===== config.mk =====
export PLATFORM = sky130hd
export DESIGN_NAME = vedic_mult_seq
export DESIGN_NICKNAME = d
export VERILOG_FILES = /design/src/rtl/vedic_mult_seq.sv
export SDC_FILE = /design/constraint.sdc
export NUM_CORES = 1
export LEC_CHECK = 0
export CAP_MARGIN = 20
export CORE_ASPECT_RATIO = 1.75
export CORE_UTILIZATION = 61
export DETAILED_ROUTE_END_ITERATION = 8
export GPL_ROUTABILITY_DRIVEN = 0
export PLACE_DENSITY_LB_ADDON = 0.2
export SETUP_SLACK_MARGIN = 0.05
export SLEW_MARGIN = 10
export SYNTH_ARGS = -nofsm -noshare
export SYNTH_HDL_FRONTEND = slang
export SYNTH_SLANG_ARGS = --single-unit

===== constraint.sdc =====
create_clock -name clk -period 9 [get_ports clk]
set_input_delay 1.35 -clock clk [delete_from_list [all_inputs] [get_ports clk]]
set_output_delay 1.35 -clock clk [all_outputs]
set_load 0.005 [all_outputs]

===== src/rtl/vedic_mult_seq.sv =====
// Sequential Urdhva-Tiryagbhyam multiplier: one 4x4 digit product per clock into a shifted accumulator.
// Optional two's-complement support is compiled in with VEDIC_MULT_SIGNED_EN.
module vedic_mult_seq #(
    parameter int unsigned WIDTH = 8
) (
    input  logic                 clk,
    input  logic                 rst_n,
    input  logic                 in_valid,
    output logic                 in_ready,
    input  logic [WIDTH-1:0]     a,
    input  logic [WIDTH-1:0]     b,
    input  logic                 signed_mode,
    output logic                 out_valid,
    input  logic                 out_ready,
    output logic [2*WIDTH-1:0]   product,
    output logic                 busy
);

    localparam int unsigned PW = 2 * WIDTH;
    localparam int unsigned N  = WIDTH / 4;
    localparam int unsigned NN = N * N;
    localparam int unsigned KW = (NN > 1) ? $clog2(NN) : 1;
    localparam int unsigned SW = $clog2(PW) + 1;

    typedef enum logic [1:0] {
        S_IDLE = 2'd0,
        S_MUL  = 2'd1,
        S_DONE = 2'd2
    } state_e;

    state_e            state_q, state_d;
    logic [WIDTH-1:0]  a_q, a_d, b_q, b_d;
    logic [PW-1:0]     acc_q, acc_d;
    logic [KW-1:0]     k_q, k_d;
    logic [PW-1:0]     prod_q, prod_d;
    logic              in_ready_q, in_ready_d;
    logic              out_valid_q, out_valid_d;
    logic              busy_q, busy_d;
`ifdef VEDIC_MULT_SIGNED_EN
    logic              neg_q, neg_d;
    logic              neg_in;
`else
    logic              unused_signed_mode;
`endif

    logic [WIDTH-1:0]  a_mag, b_mag;
    logic [KW-1:0]     di, dj;
    logic [3:0]        ad, bd;
    logic [7:0]        pp;
    logic [SW-1:0]     shamt;
    logic [PW-1:0]     acc_next, prod_next;

    // Operand magnitudes and result sign captured at acceptance
`ifdef VEDIC_MULT_SIGNED_EN
    always_comb begin
        neg_in = signed_mode & (a[WIDTH-1] ^ b[WIDTH-1]);
        a_mag  = (signed_mode & a[WIDTH-1]) ? (~a + WIDTH'(1)) : a;
        b_mag  = (signed_mode & b[WIDTH-1]) ? (~b + WIDTH'(1)) : b;
    end
`else
    assign unused_signed_mode = signed_mode;
    assign a_mag = a;
    assign b_mag = b;
`endif

    // Digit-pair product for step k, shifted by the combined digit weight
    always_comb begin
        di        = KW'(k_q / KW'(N));
        dj        = KW'(k_q % KW'(N));
        ad        = a_q[4*di +: 4];
        bd        = b_q[4*dj +: 4];
        pp        = {4'b0000, ad} * {4'b0000, bd};
        shamt     = SW'(4) * (SW'(di) + SW'(dj));
        acc_next  = acc_q + (PW'(pp) << shamt);
`ifdef VEDIC_MULT_SIGNED_EN
        prod_next = neg_q ? (~acc_next + PW'(1)) : acc_next;
`else
        prod_next = acc_next;
`endif
    end

    // Next-state and registered-output logic
    always_comb begin
        state_d     = state_q;
        a_d         = a_q;
        b_d         = b_q;
        acc_d       = acc_q;
        k_d         = k_q;
        prod_d      = prod_q;
        in_ready_d  = in_ready_q;
        out_valid_d = out_valid_q;
        busy_d      = busy_q;
`ifdef VEDIC_MULT_SIGNED_EN
        neg_d       = neg_q;
`endif
        case (state_q)
            S_IDLE: begin
                if (in_valid) begin
                    a_d        = a_mag;
                    b_d        = b_mag;
`ifdef VEDIC_MULT_SIGNED_EN
                    neg_d      = neg_in;
`endif
                    acc_d      = '0;
                    k_d        = '0;
                    state_d    = S_MUL;
                    in_ready_d = 1'b0;
                    busy_d     = 1'b1;
                end
            end
            S_MUL: begin
                acc_d = acc_next;
                k_d   = k_q + KW'(1);
                if (k_q == KW'(NN - 1)) begin
                    prod_d      = prod_next;
                    state_d     = S_DONE;
                    out_valid_d = 1'b1;
                end
            end
            S_DONE: begin
                if (out_ready) begin
                    state_d     = S_IDLE;
                    out_valid_d = 1'b0;
                    busy_d      = 1'b0;
                    in_ready_d  = 1'b1;
                end
            end
            default: begin
                state_d     = S_IDLE;
                out_valid_d = 1'b0;
                busy_d      = 1'b0;
                in_ready_d  = 1'b1;
            end
        endcase
    end

    always_ff @(posedge clk or negedge rst_n) begin
        if (!rst_n) begin
            state_q     <= S_IDLE;
            a_q         <= '0;
            b_q         <= '0;
            acc_q       <= '0;
            k_q         <= '0;
            prod_q      <= '0;
            in_ready_q  <= 1'b1;
            out_valid_q <= 1'b0;
            busy_q      <= 1'b0;
`ifdef VEDIC_MULT_SIGNED_EN
            neg_q       <= 1'b0;
`endif
        end else begin
            state_q     <= state_d;
            a_q         <= a_d;
            b_q         <= b_d;
            acc_q       <= acc_d;
            k_q         <= k_d;
            prod_q      <= prod_d;
            in_ready_q  <= in_ready_d;
            out_valid_q <= out_valid_d;
            busy_q      <= busy_d;
`ifdef VEDIC_MULT_SIGNED_EN
            neg_q       <= neg_d;
`endif
        end
    end

    assign in_ready  = in_ready_q;
    assign out_valid = out_valid_q;
    assign busy      = busy_q;
    assign product   = prod_q;

endmodule

==> results.md <==
- Most common cell after layout, fill and taps aside: nand2_1
- Fin nets: 479
- Post-Syn Nets: between 400 and 500
- Initial Util: 62.67%
- Synth Flop Type: dfrtp_1
- Register-to-register setup slack: 3.64 ns
- Pre-antenna DRT Iters: 4
- WS Path Type: register to register
- Initial DRC Count: 79
- Final setup fails: 0
- Post CTS Setup Buffer Count: 0
- PostCTS Resize Cnt: 0
- Slowest CP cell: fa_1
- H-tree depth: 2
- CP required: 9.18 ns
- Crit Path Max Fanout: 7
- DRC violations left: 0
- Synth Warn #: 0
- Worst slack at placement: 3.606 ns
- Vias: 2792
- Layout Utilization: 72.56%
- Cells after Synth: just under 400
- Root buffer cell: clkbuf_8
- Synthesized area per cell: 8.812 µm²
- Setup_tns: 0 ns
- Crit path buf inv count: 1
- Leakage: 1.942 nW
- Avg Vias per Cell: 5.562
- Share of cells above drive strength 1: 6.103%
- Hold Vio Cnt, Final: 0
- I/O pins: 40
- Multi-input logic area: 1982 µm²
- Final cycle utilization of the critical path: 59.58%
- Post-synthesis cell area: 3472 µm²
- Setup slack after layout: 3.638 ns
- GR Overflow Total: 0
- Clk_skew: 0.01248 ns
- Total power: 1.672 mW
- Die Y: 101.8 µm
- CTS clk-pin slew, worst paths: 0.10 ns
- Antenna violations before repair: 0
- Largest net degree at the start of global routing: 56
- Hold Crit Class: register to register
- Yosys cell types: 43
- Post-CTS Hold Fix Bufs: 0
- CTS buffer count: 5
- Reg area: between 1000 and 1500 µm²
- Max VDD drop: approximately 0.24 mV
- Number of global-route vias before repair: 2647
- WL per Instance: 13.38 µm
- Fillers: 440
- Max Freq: 186.5 MHz
- Final hold slack: roughly 0.48 ns
- Total wire length: 6.716 mm
- EDFF count, synth: 0
- Most frequent cells in the layout: nand2_1 (81), dfrtp_1 (54), o21ai_0 (38), clkdlybuf4s50_1 (37), ha_1 (28)
- Cell Pwr Density: 415.9 nW/µm²
- Final Max Tran Viols: 0
- CTS max path bufs: 2
- Critical path's top delay family: adder cells
- Diode count: 0
- Clock latency on the worst-skew pair: a little over 0.3 ns
- Worst EP arrival: 5.54 ns
- Clk sinks: 55
- First-pass GRT wire length: roughly 11 mm
- RSZ-0062 raised after global routing: false
- HPWL Detailed: roughly 5.2 mm
- Core area: 5540 µm²
- Port bufs: 38
- Seq/Total Area, Yosys: 39.68%
- DIE WIDTH: 59.03 µm
- Critical Path Max Stage Delay: around 0.54 ns
- Placed cell count: just under 500
- Max Cap Viol: 0
- Async SR Flop Fraction: 100.0%
- CTS tree: built
- Antenna-violating nets left: 0
- Flop and latch count out of synthesis: 55
- DP Area: 3886 µm²
- Critical-path cell list: mux2i_1, or2_2, fa_1, inv_1, fa_1, ha_1, and3_1, a221o_1, nor2_1, xor2_1, o21bai_1, nor2b_1, ha_1, a21oi_1, nor2_1, a211oi_1, o21ai_0, a21boi_0, xor2_1, o21ai_0
- Final std cells w/o fill: 502
- Relative slew margins: between 40% and 50%
- Area grow syn2layout: 15.78%
- GRT Overall Usage: 24.84%
- Fin area: 4020 µm²
- Overall die area: 6010 µm²
- Min Tclk post-route: 5.362 ns
- Slew @ Worst Pin: 0.8597 ns
- CP Capture Type: register
- Status: finished, final reports clean
- CP Launch Type: register
- Site Rows: 36
path summary, 6_finish.rpt:
check                           cells past startpoint    endpoint    from
worst min-delay path                                2      a_q[1]  a_q[1]
worst min register to register                      2      a_q[1]  a_q[1]
worst max-delay path                               20   acc_q[13]  k_q[0]
max in group asynchronous                           2      a_q[5]   rst_n
min in group asynchronous                           2  product[4]   rst_n
worst max register to register                     20   acc_q[13]  k_q[0]
logic make-up (layout without fill, tap and decap cells):
logic type,Yosys count,in the layout,share of synthesized area [%]
buf+inv,29,61,3.243
compound gates,82,82,14.13
flops,55,55,39.68
xor+xnor,19,19,4.793
fa+ha+maj,33,33,12.97
mux,13,13,3.856
simple gates,163,163,21.33
cell usage after synthesis (7+ instances only):
master | count | area share, %
inv_1 | 11 | 1.2
a21o_1 | 7 | 1.5
mux2i_1 | 10 | 2.9
clkbuf_1 | 17 | 1.8
xnor2_1 | 8 | 2.0
o21ai_0 | 38 | 5.5
a21oi_1 | 14 | 2.0
xor2_1 | 11 | 2.8
nand3_1 | 20 | 2.9
nor2b_1 | 11 | 2.0
dfrtp_1 | 54 | 39
ha_1 | 28 | 10
nor2_1 | 27 | 2.9
nand2_1 | 81 | 8.8
state kept, by name, indices dropped and copies added, names as in the netlist:
signal     cells
busy           1
acc_q         16
state_q        2
k_q            2
in_ready       1
out_valid      1
a_q            8
product       16
b_q            8
power by group:
part	total [mW]	switching (mW)	internal, mW
Clock	0.164	0.0797	0.0841
Combinational	1.09	0.616	0.470
Sequential	0.422	0.0675	0.355
Total	1.67	0.763	0.909
layer usage:
layer / vias up / wire, µm / global-route usage, %
li1: 1401 / - / -
met1: 1305 / 2533 / 27.39
met2: 67 / 3772 / 45.54
met3: 19 / 203 / 3.959
met4: 0 / 206 / 10.81
met5: - / 0 / 0
area by class of cell:
class | count | area share [%]
clock inverters | 2 | 0.9648
repair buffers | 42 | 10.27
well taps | 76 | 2.365
inverters | 11 | 1.027
clock buffers | 6 | 1.805
flip-flops and latches | 55 | 34.27
multi-input cells | 310 | 49.30
tightest hold or removal path, cell delays in order, from the launching register on:
cell	delay (ns)
dfrtp_1	0.35
nand2_1	0.05
nand2_1	0.05
No activity file was read; power rests on OpenSTA's default activity.
